File: config.mk
export PLATFORM = sky130hd
export DESIGN_NAME = evt2_encoder
export DESIGN_NICKNAME = d
export VERILOG_FILES = /design/src/rtl/evt2_encoder.sv
export SDC_FILE = /design/constraint.sdc
export NUM_CORES = 1
export LEC_CHECK = 0
export ABC_AREA = 1
export CELL_PAD_IN_SITES_DETAIL_PLACEMENT = 1
export CELL_PAD_IN_SITES_GLOBAL_PLACEMENT = 1
export CORE_MARGIN = 2
export CORE_UTILIZATION = 42
export DETAILED_ROUTE_END_ITERATION = 16
export PLACE_DENSITY_LB_ADDON = 0.2
export SLEW_MARGIN = 40
export SYNTH_ARGS = -nofsm -noshare
export SYNTH_HDL_FRONTEND = slang
export SYNTH_SLANG_ARGS = --single-unit
File: constraint.sdc
create_clock -name clk -period 9.2 [get_ports clk]
set_input_delay 1.84 -clock clk [delete_from_list [all_inputs] [get_ports clk]]
set_output_delay 1.84 -clock clk [all_outputs]
set_load 0.05 [all_outputs]
File: src/rtl/evt2_encoder.sv
// ---------------------------------------------------------------------------
// evt2_encoder
//   Turns (x, y, pol, ts) sensor events into a stream of EVT 2.0 32-bit words.
//   A CD word carries the low 6 timestamp bits. A TIME_HIGH word carrying
//   ts[33:6] goes out first whenever the upper timestamp differs from the
//   last one sent, or when none has been sent since reset.
//   Events outside the sensor array are dropped and counted.
//
// Ports
//   clk, rst               : clock, async active-high reset
//   in_valid/in_ready      : event handshake; in_x, in_y, in_pol, in_ts payload
//   out_valid/out_ready    : word handshake; out_data = EVT 2.0 word
//   drop_count             : out-of-range events dropped (saturating)
//   th_count               : TIME_HIGH words emitted (wrapping)
// ---------------------------------------------------------------------------
module evt2_encoder #(
    parameter int unsigned SENSOR_W = 320,
    parameter int unsigned SENSOR_H = 320
) (
    input  logic        clk,
    input  logic        rst,
    input  logic        in_valid,
    output logic        in_ready,
    input  logic [10:0] in_x,
    input  logic [10:0] in_y,
    input  logic        in_pol,
    input  logic [33:0] in_ts,
    output logic        out_valid,
    input  logic        out_ready,
    output logic [31:0] out_data,
    output logic [15:0] drop_count,
    output logic [15:0] th_count
);

    localparam logic [1:0] ST_IDLE = 2'd0;
    localparam logic [1:0] ST_TH   = 2'd1;
    localparam logic [1:0] ST_CD   = 2'd2;

    logic [1:0]  state_q,   state_d;
    logic [10:0] x_q,       x_d;
    logic [10:0] y_q,       y_d;
    logic        pol_q,     pol_d;
    logic [33:0] ts_q,      ts_d;
    logic [27:0] last_th_q, last_th_d;
    logic        th_vld_q,  th_vld_d;
    logic [31:0] data_q,    data_d;
    logic [15:0] drop_q,    drop_d;
    logic [15:0] thc_q,     thc_d;

    logic take;
    logic in_range;
    logic th_needed;

    function automatic logic [31:0] cd_word(input logic        pol,
                                            input logic [5:0]  ts_lo,
                                            input logic [10:0] x,
                                            input logic [10:0] y);
        return {(pol ? 4'h1 : 4'h0), ts_lo, x, y};
    endfunction

    // A new event may enter when nothing is pending, or when the last word
    // of the current event (the CD word) leaves on this same edge.
    assign in_ready  = (state_q == ST_IDLE) || ((state_q == ST_CD) && out_ready);
    assign take      = in_valid && in_ready;
    assign in_range  = ({21'd0, in_x} < 32'(SENSOR_W)) && ({21'd0, in_y} < 32'(SENSOR_H));
    // last_th_q already reflects a TIME_HIGH that left earlier, so a
    // back-to-back event compares against the freshly updated value.
    assign th_needed = !th_vld_q || (in_ts[33:6] != last_th_q);

    always_comb begin
        state_d   = state_q;
        x_d       = x_q;
        y_d       = y_q;
        pol_d     = pol_q;
        ts_d      = ts_q;
        last_th_d = last_th_q;
        th_vld_d  = th_vld_q;
        data_d    = data_q;
        drop_d    = drop_q;
        thc_d     = thc_q;

        case (state_q)
            ST_IDLE: ;
            ST_TH: begin
                if (out_ready) begin
                    last_th_d = ts_q[33:6];
                    th_vld_d  = 1'b1;
                    thc_d     = thc_q + 16'd1;
                    data_d    = cd_word(pol_q, ts_q[5:0], x_q, y_q);
                    state_d   = ST_CD;
                end
            end
            ST_CD: begin
                if (out_ready && !in_valid) state_d = ST_IDLE;
            end
            default: state_d = ST_IDLE;
        endcase

        // Acceptance overrides the SEND_CD -> IDLE path above.
        if (take) begin
            if (in_range) begin
                x_d   = in_x;
                y_d   = in_y;
                pol_d = in_pol;
                ts_d  = in_ts;
                if (th_needed) begin
                    data_d  = {4'h8, in_ts[33:6]};
                    state_d = ST_TH;
                end else begin
                    data_d  = cd_word(in_pol, in_ts[5:0], in_x, in_y);
                    state_d = ST_CD;
                end
            end else begin
                if (drop_q != 16'hFFFF) drop_d = drop_q + 16'd1;
                state_d = ST_IDLE;
            end
        end
    end

    always_ff @(posedge clk or posedge rst) begin
        if (rst) begin
            state_q   <= ST_IDLE;
            x_q       <= '0;
            y_q       <= '0;
            pol_q     <= 1'b0;
            ts_q      <= '0;
            last_th_q <= '0;
            th_vld_q  <= 1'b0;
            data_q    <= '0;
            drop_q    <= '0;
            thc_q     <= '0;
        end else begin
            state_q   <= state_d;
            x_q       <= x_d;
            y_q       <= y_d;
            pol_q     <= pol_d;
            ts_q      <= ts_d;
            last_th_q <= last_th_d;
            th_vld_q  <= th_vld_d;
            data_q    <= data_d;
            drop_q    <= drop_d;
            thc_q     <= thc_d;
        end
    end

    assign out_valid  = (state_q != ST_IDLE);
    assign out_data   = data_q;
    assign drop_count = drop_q;
    assign th_count   = thc_q;

endmodule

==> reports/metrics.yaml <==
status:
  status: "completed"
floorplan:
  fp.dieArea_sq_um: 19000
  die_h_um: 138
  core_area_sq_um: 17400
  die_w_um: 138
  boundaryPins: 127
  fp-row-count: 48
  initial_utilization: 0.431
sta:
  rsz0062_at_grt: "no"
  worstMarginPinSlew_ps: 801
  setup-tns-final_ps: 0
  timing.final.crit_share: 0.567
  maxSlewViolCount: 0
  skew_ps: 8.74
  finalSetupViolCount: 0
  fin_crit_ps: 5220
  relSlewSlack: 0.466
  fmax_mhz: 192
  final_hold_viol_count: 0
detailed_routing:
  wl_per_cell_um: 17.1
  wl_met3_um: 752
  met1_length_um: 10100
  routed.top_layer: "met4"
  drc: 0
  ant_nets: 0
  route.met2.wl_um: 11200
  drt_iter0_drc: 271
  drt_wl_total_um: 22200
  vias: 6568
  vias_per_cell: 5.06
  drt_pass1_iterations: 4
pwr:
  total_power_mw: 2.46
  cellPowerDensity_nw_per_um2: 258
  ir_drop_v: 0.000187
  power.leakage_nw: 4.77
setup_path:
  worstPathArrival_ps: 3380
  crit_path_max_incr_delay_ps: 810
  slowest_stage: "clkdlybuf4s50_1"
  cp_common_cell: "clkdlybuf4s50_1"
  worstPathMaxFanout: 4
  cp-start-kind: "input pin"
  worst-path-buf-inv: 2
  crit_family: "buffers and inverters"
  crit_chain: "clkdlybuf4s50_1 -> nor2_1 -> nor2_2 -> clkdlybuf4s50_1"
  required_ps: 7360
  worstSetupEndpointType: "output pin"
  path_class: "input pin to output pin"
synthesis:
  ys_seq_area_frac: 0.507
  postSynthAreaPerCell_sq_um: 7.93
  postSynthCellCount: 947
  ys_types: 35
  yosysWarnings: 0
  yosys_register_bits: 152
  synth_fp_nets: 1010
  synth.cell_area_sq_um: 7510
global_route:
  overflow: 0
  grt_pass1_vias: 6804
  grt_max_degree: 105
  antenna_found_initial: 0
  grt_pass1_wl_um: 35300
  grt_usage: 0.243
cts:
  cts_resized: 0
  cts_setup_buffers: 0
  h-tree-depth: 4
  cts-root-buf: "clkbuf_16"
  cts_tree: "built"
  path_clk_slew_ps: 60
  clock-sinks: 152
  holdBufCountCts: 0
  cts_max_path_buffers: 2
  clkLatencyLatePin_ps: 430
  cts-buffers-inserted: 17
place:
  portBuffers: 126
  place_area_sq_um: 8920
  gp_congestion: 0.807
  dp.final_hpwl_um: 15100
cells_and_area:
  layout.nets: 1125
  n_antenna_cell: 0
  final_layout_size_suffix_gt1_frac: 0.0670
  area_delta_synth_final_pct: 26.8
  stdcell_area_sq_um: 9520
hold_path:
  hold_path.class: "flip-flop to flip-flop"
flow_run:
  max-cap-violations: 0
[layer usage]
metal / up-vias / track usage
li1: 3173 / -
met1: 3254 / 0.321
met2: 124 / 0.417
met3: 17 / 0.0449
met4: 0 / 0.0556
met5: - / 0
[synthesized netlist by cell type]
cell / number / area [sq um]
ha_1: 2 / 25.0
o21ai_0: 49 / 245
a21o_1: 1 / 7.51
clkinv_1: 1 / 3.75
buf_4: 4 / 30.0
o22ai_1: 2 / 12.5
nor3_1: 4 / 20.0
buf_2: 15 / 75.1
nor2_1: 57 / 214
o21ai_1: 11 / 55.1
nor4_1: 2 / 12.5
mux2i_1: 1 / 10.0
o221a_2: 1 / 11.3
a21oi_1: 19 / 95.1
nor3_2: 1 / 10.0
inv_2: 5 / 18.8
and2_0: 1 / 6.26
clkbuf_1: 10 / 37.5
o211ai_1: 26 / 195
nand2_2: 3 / 18.8
xnor2_1: 16 / 140
nand4_1: 7 / 43.8
nand3_2: 4 / 40.0
nand2_1: 326 / 1220
clkbuf_2: 1 / 5.00
nand3_1: 53 / 265
buf_6: 3 / 33.8
inv_1: 117 / 439
nor2_2: 5 / 31.3
or2_2: 17 / 106
xor2_1: 22 / 193
nor2_4: 4 / 45.0
and3_1: 2 / 12.5
nand3b_1: 3 / 22.5
dfrtp_1: 152 / 3800
[registers in the layout, indices dropped and copies added, names as in the netlist]
signal,flops
th_count,16
drop_count,16
state_q,2
pol_q,1
th_vld_q,1
x_q,11
out_data,32
ts_q,34
y_q,11
last_th_q,28
[worst paths after layout]
path                                 end  cells after the start          from  slack [ps]
min reg2reg                 th_count[15]                      1  th_count[15]         470
min                         th_count[15]                      1  th_count[15]         470
max in group asynchronous   last_th_q[8]                      3           rst        6060
max                             in_ready                      4     out_ready        3980
min in group asynchronous  drop_count[7]                      2           rst        1910
max reg2reg                 out_data[18]                     10    state_q[0]        6840
[metrics by stage]
stage,utilization,setup WS [ps],hold WS (ps),std cells
after floorplan,-,3270,431,947
after global placement,0.511,3990,445,1268
after detailed placement,0.512,3990,456,1268
after CTS,0.547,3980,473,1299
after global routing,0.547,3920,489,1299
final,0.547,3980,470,1299
[cells in the final DEF, fill, tap and decap left out, drive strengths merged, types with 2 or more instances in the layout]
| master | count |
|---|---|
| nand2 | 329 |
| dfrtp | 152 |
| clkdlybuf4s50 | 126 |
| inv | 122 |
| nor2 | 66 |
| o21ai | 60 |
| nand3 | 57 |
| o211ai | 26 |
| clkbuf | 23 |
| xor2 | 22 |
| a21oi | 19 |
| or2 | 17 |
| xnor2 | 16 |
| nand4 | 7 |
| nor3 | 5 |
| bufinv | 4 |
| clkinv | 4 |
| nand3b | 3 |
| buf | 3 |
| and3 | 2 |
| nor4 | 2 |
| o22ai | 2 |
| ha | 2 |
[final cells by class]
cell class              count  area [sq um]
fillers                  2094          7890
flip-flops and latches    152          3800
multi-input cells         639          3070
repair buffers            129          1290
inverters                 123           472
clock buffers              23           458
well taps                 225           282
clock inverters             8           146
[power by group]
group | switching, mW | internal [mW] | leakage [nW]
Sequential | 0.110 | 0.822 | 1.88
Clock | 0.278 | 0.459 | 0.291
Combinational | 0.503 | 0.288 | 2.61
[logic make-up (layout without fill, tap and decap cells)]
| kind of cell | Yosys count | in the layout | share of synthesized area |
|---|---|---|---|
| and+or+nand+nor | 489 | 489 | 0.276 |
| buffers and inverters | 156 | 283 | 0.0857 |
| DFF | 152 | 152 | 0.507 |
| AOI/OAI and AO/OA | 109 | 109 | 0.0828 |
| xor gates and xnor gates | 38 | 38 | 0.0443 |
| adders and majority gates | 2 | 2 | 0.00333 |
| muxes | 1 | 1 | 0.00133 |
Note: power is estimated with default switching activity, not from simulation.
